File: src/rtl/mips_multicycle_controller_pkg.sv
// Shared encodings for the multicycle MIPS controller: opcodes, functs, FSM states, ALU codes.
package mips_pkg;

  localparam logic [5:0] OP_RTYPE = 6'b000000;
  localparam logic [5:0] OP_J     = 6'b000010;
  localparam logic [5:0] OP_BEQ   = 6'b000100;
  localparam logic [5:0] OP_BNE   = 6'b000101;
  localparam logic [5:0] OP_ADDI  = 6'b001000;
  localparam logic [5:0] OP_LW    = 6'b100011;
  localparam logic [5:0] OP_SW    = 6'b101011;

  localparam logic [5:0] FN_ADD = 6'b100000;
  localparam logic [5:0] FN_SUB = 6'b100010;
  localparam logic [5:0] FN_AND = 6'b100100;
  localparam logic [5:0] FN_OR  = 6'b100101;
  localparam logic [5:0] FN_SLT = 6'b101010;

  localparam logic [2:0] ALU_ADD = 3'b010;
  localparam logic [2:0] ALU_SUB = 3'b110;
  localparam logic [2:0] ALU_AND = 3'b000;
  localparam logic [2:0] ALU_OR  = 3'b001;
  localparam logic [2:0] ALU_SLT = 3'b111;

  typedef enum logic [1:0] {
    ALUOP_ADD   = 2'b00,
    ALUOP_SUB   = 2'b01,
    ALUOP_FUNCT = 2'b10
  } aluop_t;

  typedef enum logic [3:0] {
    FETCH, DECODE, MEMADR, MEMRD, MEMWB, MEMWR,
    EXECUTE, ALUWB, BRANCH, ADDIEX, ADDIWB, JUMP
  } statetype;

endpackage

File: src/rtl/mips_multicycle_controller_aludec.sv
// ALU decoder: aluop plus funct -> 3-bit alucontrol.
// Purely combinational, no state, no flow control.
module aludec
  import mips_pkg::*;
(
  input  aluop_t      aluop,
  input  logic [5:0]  funct,
  output logic [2:0]  alucontrol
);

  always_comb begin
    alucontrol = ALU_ADD;
    case (aluop)
      ALUOP_SUB: alucontrol = ALU_SUB;
      ALUOP_FUNCT: begin
        case (funct)
          FN_ADD:  alucontrol = ALU_ADD;
          FN_SUB:  alucontrol = ALU_SUB;
          FN_AND:  alucontrol = ALU_AND;
          FN_OR:   alucontrol = ALU_OR;
          FN_SLT:  alucontrol = ALU_SLT;
          default: alucontrol = ALU_ADD;
        endcase
      end
      default: alucontrol = ALU_ADD;
    endcase
  end

endmodule

File: src/rtl/mips_multicycle_controller.sv
// Moore FSM sequencing a multicycle MIPS datapath with unified instruction/data memory.
// Latency: lw 5, sw/R/addi 4, beq/bne/j 3, illegal 2 cycles; outputs combinational from state.
// No backpressure: the datapath is assumed to complete every step in one cycle.
module mips_multicycle_controller
  import mips_pkg::*;
#(
  parameter logic EN_BNE = 1'b0
) (
  input  logic       clk,
  input  logic       reset,
  input  logic [5:0] op,
  input  logic [5:0] funct,
  input  logic       zero,
  output logic       pcen,
  output logic       memwrite,
  output logic       irwrite,
  output logic       regwrite,
  output logic       iord,
  output logic       memtoreg,
  output logic       regdst,
  output logic       alusrca,
  output logic [1:0] alusrcb,
  output logic [1:0] pcsrc,
  output logic [2:0] alucontrol,
  output logic       illegal
);

  statetype state, nextstate;
  // Variant bit captured in DECODE: sw (vs lw) or bne (vs beq), so op is not needed later.
  logic     alt_q, alt_d;
  logic     illegal_dec;
  logic     pcwrite, branch;
  aluop_t   aluop;

  always_ff @(posedge clk or posedge reset) begin
    if (reset) begin
      state <= FETCH;
      alt_q <= 1'b0;
    end else begin
      state <= nextstate;
      alt_q <= alt_d;
    end
  end

  always_comb begin
    nextstate   = FETCH;
    alt_d       = alt_q;
    illegal_dec = 1'b0;
    case (state)
      FETCH: nextstate = DECODE;
      DECODE: begin
        alt_d = (op == OP_SW) || (op == OP_BNE);
        case (op)
          OP_LW, OP_SW: nextstate = MEMADR;
          OP_RTYPE:     nextstate = EXECUTE;
          OP_BEQ:       nextstate = BRANCH;
          OP_BNE: begin
            if (EN_BNE) nextstate = BRANCH;
            else        illegal_dec = 1'b1;
          end
          OP_ADDI:      nextstate = ADDIEX;
          OP_J:         nextstate = JUMP;
          default:      illegal_dec = 1'b1;
        endcase
      end
      MEMADR:  nextstate = alt_q ? MEMWR : MEMRD;
      MEMRD:   nextstate = MEMWB;
      EXECUTE: nextstate = ALUWB;
      ADDIEX:  nextstate = ADDIWB;
      default: nextstate = FETCH;
    endcase
  end

  // Outputs are gated by reset so an aborted instruction cannot write anything.
  always_comb begin
    pcwrite  = 1'b0;
    branch   = 1'b0;
    memwrite = 1'b0;
    irwrite  = 1'b0;
    regwrite = 1'b0;
    iord     = 1'b0;
    memtoreg = 1'b0;
    regdst   = 1'b0;
    alusrca  = 1'b0;
    alusrcb  = 2'b00;
    pcsrc    = 2'b00;
    aluop    = ALUOP_ADD;
    if (!reset) begin
      case (state)
        FETCH: begin
          alusrcb = 2'b01;
          irwrite = 1'b1;
          pcwrite = 1'b1;
        end
        DECODE:  alusrcb = 2'b11;
        MEMADR: begin
          alusrca = 1'b1;
          alusrcb = 2'b10;
        end
        MEMRD:   iord = 1'b1;
        MEMWB: begin
          regwrite = 1'b1;
          memtoreg = 1'b1;
        end
        MEMWR: begin
          iord     = 1'b1;
          memwrite = 1'b1;
        end
        EXECUTE: begin
          alusrca = 1'b1;
          aluop   = ALUOP_FUNCT;
        end
        ALUWB: begin
          regdst   = 1'b1;
          regwrite = 1'b1;
        end
        BRANCH: begin
          alusrca = 1'b1;
          aluop   = ALUOP_SUB;
          pcsrc   = 2'b01;
          branch  = 1'b1;
        end
        ADDIEX: begin
          alusrca = 1'b1;
          alusrcb = 2'b10;
        end
        ADDIWB:  regwrite = 1'b1;
        JUMP: begin
          pcsrc   = 2'b10;
          pcwrite = 1'b1;
        end
        default: ;
      endcase
    end
  end

  assign pcen    = pcwrite | (branch & (zero ^ alt_q));
  assign illegal = illegal_dec & ~reset;

  aludec u_aludec (
    .aluop      (aluop),
    .funct      (funct),
    .alucontrol (alucontrol)
  );

endmodule

File: config.mk
export PLATFORM = sky130hd
export DESIGN_NAME = mips_multicycle_controller
export DESIGN_NICKNAME = d
export VERILOG_FILES = /design/src/rtl/mips_multicycle_controller_pkg.sv /design/src/rtl/mips_multicycle_controller_aludec.sv /design/src/rtl/mips_multicycle_controller.sv
export SDC_FILE = /design/constraint.sdc
export NUM_CORES = 1
export LEC_CHECK = 0
export ABC_CLOCK_PERIOD_IN_PS = 2900
export CORE_UTILIZATION = 39
export DETAILED_ROUTE_END_ITERATION = 8
export MAX_ROUTING_LAYER = met4
export PLACE_DENSITY = 0.78
export SLEW_MARGIN = 5
export SYNTH_ARGS = -nofsm -noshare
export SYNTH_HDL_FRONTEND = slang
export SYNTH_SLANG_ARGS = --single-unit
File: constraint.sdc
create_clock -name clk -period 2.9 [get_ports clk]
set_input_delay 0.435 -clock clk [delete_from_list [all_inputs] [get_ports clk]]
set_output_delay 0.435 -clock clk [all_outputs]
set_load 0.1 [all_outputs]
==> impl_metrics.toml, run 1 <==
[outcome]
run_status = "finished, final reports clean"

[min_path]
min_from = "alt_q"
hold_path_depth = 2
hold_class = "reg -> reg"

[synth]
yosysMostFrequentCell = "nor2_1"
synth_fp_nets = 105
syn_area_per_cell_sq_um = 7.12
yosys_warnings = 0
ys_top_cells_by_count = "nor2_1, clkbuf_1, inv_1"
ys_seq_elements = 5
synth_cell_types = 35
yosysTopAreaCell = "dfrtp_1"
synth_cells = 88
ys_seq_area_share_pct = 20.0
synth_edf_count = 0
ys_top_cells_by_area = "dfrtp_1, nor2_1, xor2_1"
synth_area_sq_um = 627
synth_top_area_share_pct = 20.0
synth-async-reset-ratio_pct = 100
ys.flop_type = "dfrtp_1"

[power_and_ir_drop]
p_sw_share_pct = 57.9
internal_power_mw = 0.370
switchingPower_mw = 0.510
peakVddDrop_uv = 531
pwr-share-comb_pct = 77.1
powerDensity_nw_per_um2 = 759
clockPowerShare_pct = 9.4
power_frac_seq_pct = 13.5
leakage_nw = 0.468
power_mw = 0.880

[cts]
ctsHtreeMaxLevel = 1
clk_latency_ps = 240
clockBufferDepth = 2
cts_sinks = 5
cts_hold_buf = 0
cts_tree = "yes"
cts_made_buffers = 3
path_clk_slew_ps = 50
cts_root_buf = "clkbuf_4"

[route]
wl_mm = 1.85
post_drt_via_cell_ratio = 5.82
post_drt_wl_per_cell_um = 13.4
dr.pass1.iters = 4
drtAntennaViolNets = 0
routed-via-count = 803
drtIter0Drc = 5
drc = 0

[grt]
grt_usage_pct = 23.0
overflow = 0
antenna_found_initial = 0
grt_pass1_vias = 805
grt_max_degree = 11
grt_pass1_wl_mm = 3.19

[worst_setup_path]
critPathMaxFanout = 4
reg2reg_from = "state[1]"
slowest_stage = "clkdlybuf4s50_1"
critPathLaunch = "reset"
crit_type = "in -> out"
cp_slowest_stage_delay_ps = 460
critPathTopFamily = "simple AND/OR/NAND/NOR gates"
end_kind = "output pin"
worstPathCellList = "clkdlybuf4s50_1, or3_1, or2_2, ha_1, a211o_2, buf_12"
critPathBufInv = 2
crit_required_ps = 2470
crit_cells = 6
rr_worst_depth = 3
start_kind = "input port"
crit_arrival_ps = 2390

[final_layout]
diodes = 0
area_growth_pct = 84.8
fillers = 109
seq_area_sq_um = 125
layout-drive-gt1-share_pct = 32.8
multi_input_area_sq_um = 510
fin_cells = 138
nNetsFinal = 140

[floorplanning]
initial_core_util_pct = 41.6
rows = 14
fp.dieW_um = 42.1
die_area_sq_um = 1770
fp.dieH_um = 42.1
coreArea_sq_um = 1510
io_pins = 31

[timing]
holdWs_ps = 561
finClkSkew_ps = 1.82
fin_ws_ps = 79.7
fin_crit_sh_pct = 97.3
slew_headroom_pct = 80.0
tns_ps = 0
finalCriticalPeriod_ps = 2820
hold_viol_final = 0
worst_pin_slew_ps = 299
drv_slew = 0
setup_violations = 0
max_freq_mhz = 355

[placement]
gp_congestion = 0.880
pre_cts_ws_ps = 37.9
port-buffer-count = 30
dp_cells = 134
dp_hpwl_mm = 1.54

[job]
max_cap_violations = 0
cells by family after synthesis:
group / after synthesis / share of synthesized area (%)
simple gates: 44 / 38.5
compound gates: 19 / 22.8
buf+inv: 13 / 7.78
xor+xnor: 5 / 6.99
flops: 5 / 20.0
fa+ha+maj: 2 / 3.99
power by group through the flow:
stage	clock, mW	sequential [mW]	combinational [mW]
after floorplan	0	0.101	0.481
after global placement	0	0.118	0.666
after detailed placement	0	0.120	0.676
after CTS	0.0825	0.119	0.678
after global routing	0.0868	0.123	0.709
final	0.0828	0.119	0.678
registers in the layout, summed over array words and instances (netlist names):
signal / flops
alt_q: 1
state: 4
path summary, 6_finish.rpt:
check / endpoint / slack [ps]
setup / recovery: alucontrol[1] / 80
hold / removal: alt_q / 560
setup reg to reg: alt_q / 1260
hold reg to reg: alt_q / 560
max in group asynchronous: alt_q / 2070
min in group asynchronous: state[1] / 640
area by class of cell:
class	instances	area share (%)
Inverter	6	2.27
Clock buffer	4	2.27
Timing Repair Buffer	37	38.9
Tap cell	16	1.73
Sequential cell	5	10.8
Multi-Input combinational cell	70	44.1
layout by cell type (no fill, tap or decap), drive strengths merged, types with 3 or more instances in the layout:
| master | instances |
|---|---|
| a21oi | 3 |
| nand2b | 4 |
| nor3 | 5 |
| inv | 5 |
| nor2b | 3 |
| xor2 | 4 |
| or3 | 3 |
| o21ai | 4 |
| buf | 23 |
| clkdlybuf4s50 | 14 |
| clkbuf | 4 |
| nand2 | 5 |
| dfrtp | 5 |
| nor2 | 10 |
| nand3 | 4 |
routing by layer:
| metal | routed length, um | up-vias | track usage, % |
|---|---|---|---|
| met1 | 682 | 373 | 21.2 |
| met4 | 48 | 0 | 10.0 |
| met5 | 0 | - | - |
| met3 | 98 | 8 | 3.88 |
| met2 | 1020 | 36 | 45.6 |
| li1 | - | 386 | - |
through the flow:
step                instance area [sq um]  utilization (%)
floorplan                             669                -
global placement                     1110             73.9
detailed placement                   1110             73.9
CTS                                  1140             75.7
global route                         1160             76.9
finish                               1160             76.9
worst min-delay path: stages, from the launching register on:
cell     delay (ps)
dfrtp_1         400
nand2_1          70
o41ai_1          60
timing repair:
action | 4_1_cts | 5_1_grt
resized for setup | 0 | 3
setup buffers | 0 | 0
endpoints found under the setup margin | 0 | 2
endpoints found under the hold margin | 0 | 0
Note: power is estimated with default switching activity, not from simulation.
==> inputs of run 2 (changes only) <==
- SETUP_SLACK_MARGIN: default -> 0.02
==> impl_metrics.toml, run 2 (synthesized netlist as in run 1, its figures left out) <==
[outcome]
run_status = "finished, final reports clean"

[route]
drtIter0Drc = 9
drc = 0
routed-via-count = 803
dr.pass1.iters = 4
post_drt_via_cell_ratio = 5.82
post_drt_wl_per_cell_um = 13.3
drtAntennaViolNets = 0
wl_mm = 1.84

[worst_setup_path]
start_kind = "flop"
reg2reg_from = "state[1]"
critPathLaunch = "state[1]"
critPathTopFamily = "simple AND/OR/NAND/NOR gates"
crit_arrival_ps = 2270
critPathBufInv = 1
critPathMaxFanout = 8
r2r_setup_slack_ps = 1260
slowest_stage = "dfrtp_1"
worstPathCellList = "or3_1, or2_2, ha_1, a211o_2, buf_12"
crit_required_ps = 2470
crit_type = "reg -> out"
rr_endpoint = "alt_q"
end_kind = "output pin"
crit_cells = 5
crit_end = "alucontrol[1]"
cp_slowest_stage_delay_ps = 470
rr_worst_depth = 3

[floorplanning]
io_pins = 31
coreArea_sq_um = 1510
fp.dieW_um = 42.1
initial_core_util_pct = 41.6
die_area_sq_um = 1770
fp.dieH_um = 42.1
rows = 14

[timing]
worst_pin_slew_ps = 299
hold_viol_final = 0
drv_slew = 0
fin_crit_sh_pct = 93.3
rsz0062_at_grt = "false"
max_freq_mhz = 369
tns_ps = 0
setup_violations = 0
holdWs_ps = 315
finalCriticalPeriod_ps = 2710
slew_headroom_pct = 80.0
finClkSkew_ps = 1.19

[job]
max_cap_violations = 0

[cts]
cts_sinks = 5
ctsHtreeMaxLevel = 1
cts_root_buf = "clkbuf_4"
clockBufferDepth = 2
clk_latency_ps = 240
cts_made_buffers = 3
cts_hold_buf = 0
path_clk_slew_ps = 50
cts_tree = "yes"

[final_layout]
layout_commonest_cell = "clkdlybuf4s50_1"
area_growth_pct = 85.2
largest_register = "state"
layout-drive-gt1-share_pct = 32.8
final_util_pct = 77.1
largest_reg_flops = 4
multi_input_area_sq_um = 510
fillers = 110
final_cell_area_sq_um = 1160
nNetsFinal = 140
seq_area_sq_um = 125
diodes = 0
layout_common_cells = "clkdlybuf4s50_1, buf_4, buf_12"
largestRegisters = "state x4, alt_q x1"

[power_and_ir_drop]
peakVddDrop_uv = 531
leakage_nw = 0.477
powerDensity_nw_per_um2 = 756

[placement]
port-buffer-count = 30
gp_congestion = 0.880
dp_hpwl_mm = 1.54
placed_cell_area_sq_um = 1110

[grt]
grt_pass1_vias = 805
grt_max_degree = 11
antenna_found_initial = 0
overflow = 0
grt_usage_pct = 23.0
grt_pass1_wl_mm = 3.19

[min_path]
hold_class = "in -> async"
==> run 2: changes by cell type in the layout (fill, tap and decap cells not counted) <==
cell / change
clkdlybuf4s50_1: -1
dlymetal6s2s_1: +1
==> run 2: where the power goes <==
part / leakage, nW / internal (mW) / switching, mW
sequential: 0.0668 / 0.0887 / 0.0307
clock: 0.0150 / 0.0521 / 0.0289
combinational: 0.396 / 0.229 / 0.448
==> run 2: worst min-delay path by stage <==
| stage | from | endpoint |
|---|---|---|
| 2_1_floorplan | reset | alt_q |
| 3_3_place_gp | alt_q | alt_q |
| 3_5_place_dp | alt_q | alt_q |
| 4_1_cts | alt_q | alt_q |
| 5_1_grt | reset | alt_q |
| 6_report | reset | state[0] |
==> run 2: layout make-up <==
class / count / area share [%]
multi-input combinational: 70 / 44.0
timing repair buffer: 37 / 39.0
sequential: 5 / 10.8
clock buffer: 4 / 2.26
inverter: 6 / 2.26
tap: 16 / 1.72
==> run 2: stage by stage <==
stage          worst slack (ps)  instances  power (mW)
2_1_floorplan              5.33         88       0.582
3_3_place_gp                104        134       0.784
3_5_place_dp               37.9        134       0.796
4_1_cts                    31.7        138       0.880
5_1_grt                    81.0        138       0.918
6_report                    193        138       0.877
==> run 2: routing by layer <==
metal	vias to the layer above	GRT usage, %	share of wire (%)
met5	-	-	0
met4	0	10.0	2.3
met3	6	3.88	6.0
met2	35	45.6	56
met1	377	21.2	36
li1	385	-	-
==> run 2: worst reg2reg max path: stages, from the launching register on <==
cell and delay [ps]:
dfrtp_1 470, buf_4 200, or4b_1 550, o41ai_1 330
==> run 2: what timing repair did <==
action                                  4_1_cts  5_1_grt
resized for setup                             0        4
setup buffers                                 0        0
endpoints found under the setup margin        0        2
==> inputs of run 3 (changes only) <==
- SETUP_SLACK_MARGIN: 0.02 -> default
==> results of run 3 <==
Final layout, timing and power as in run 1 (identical DEF).
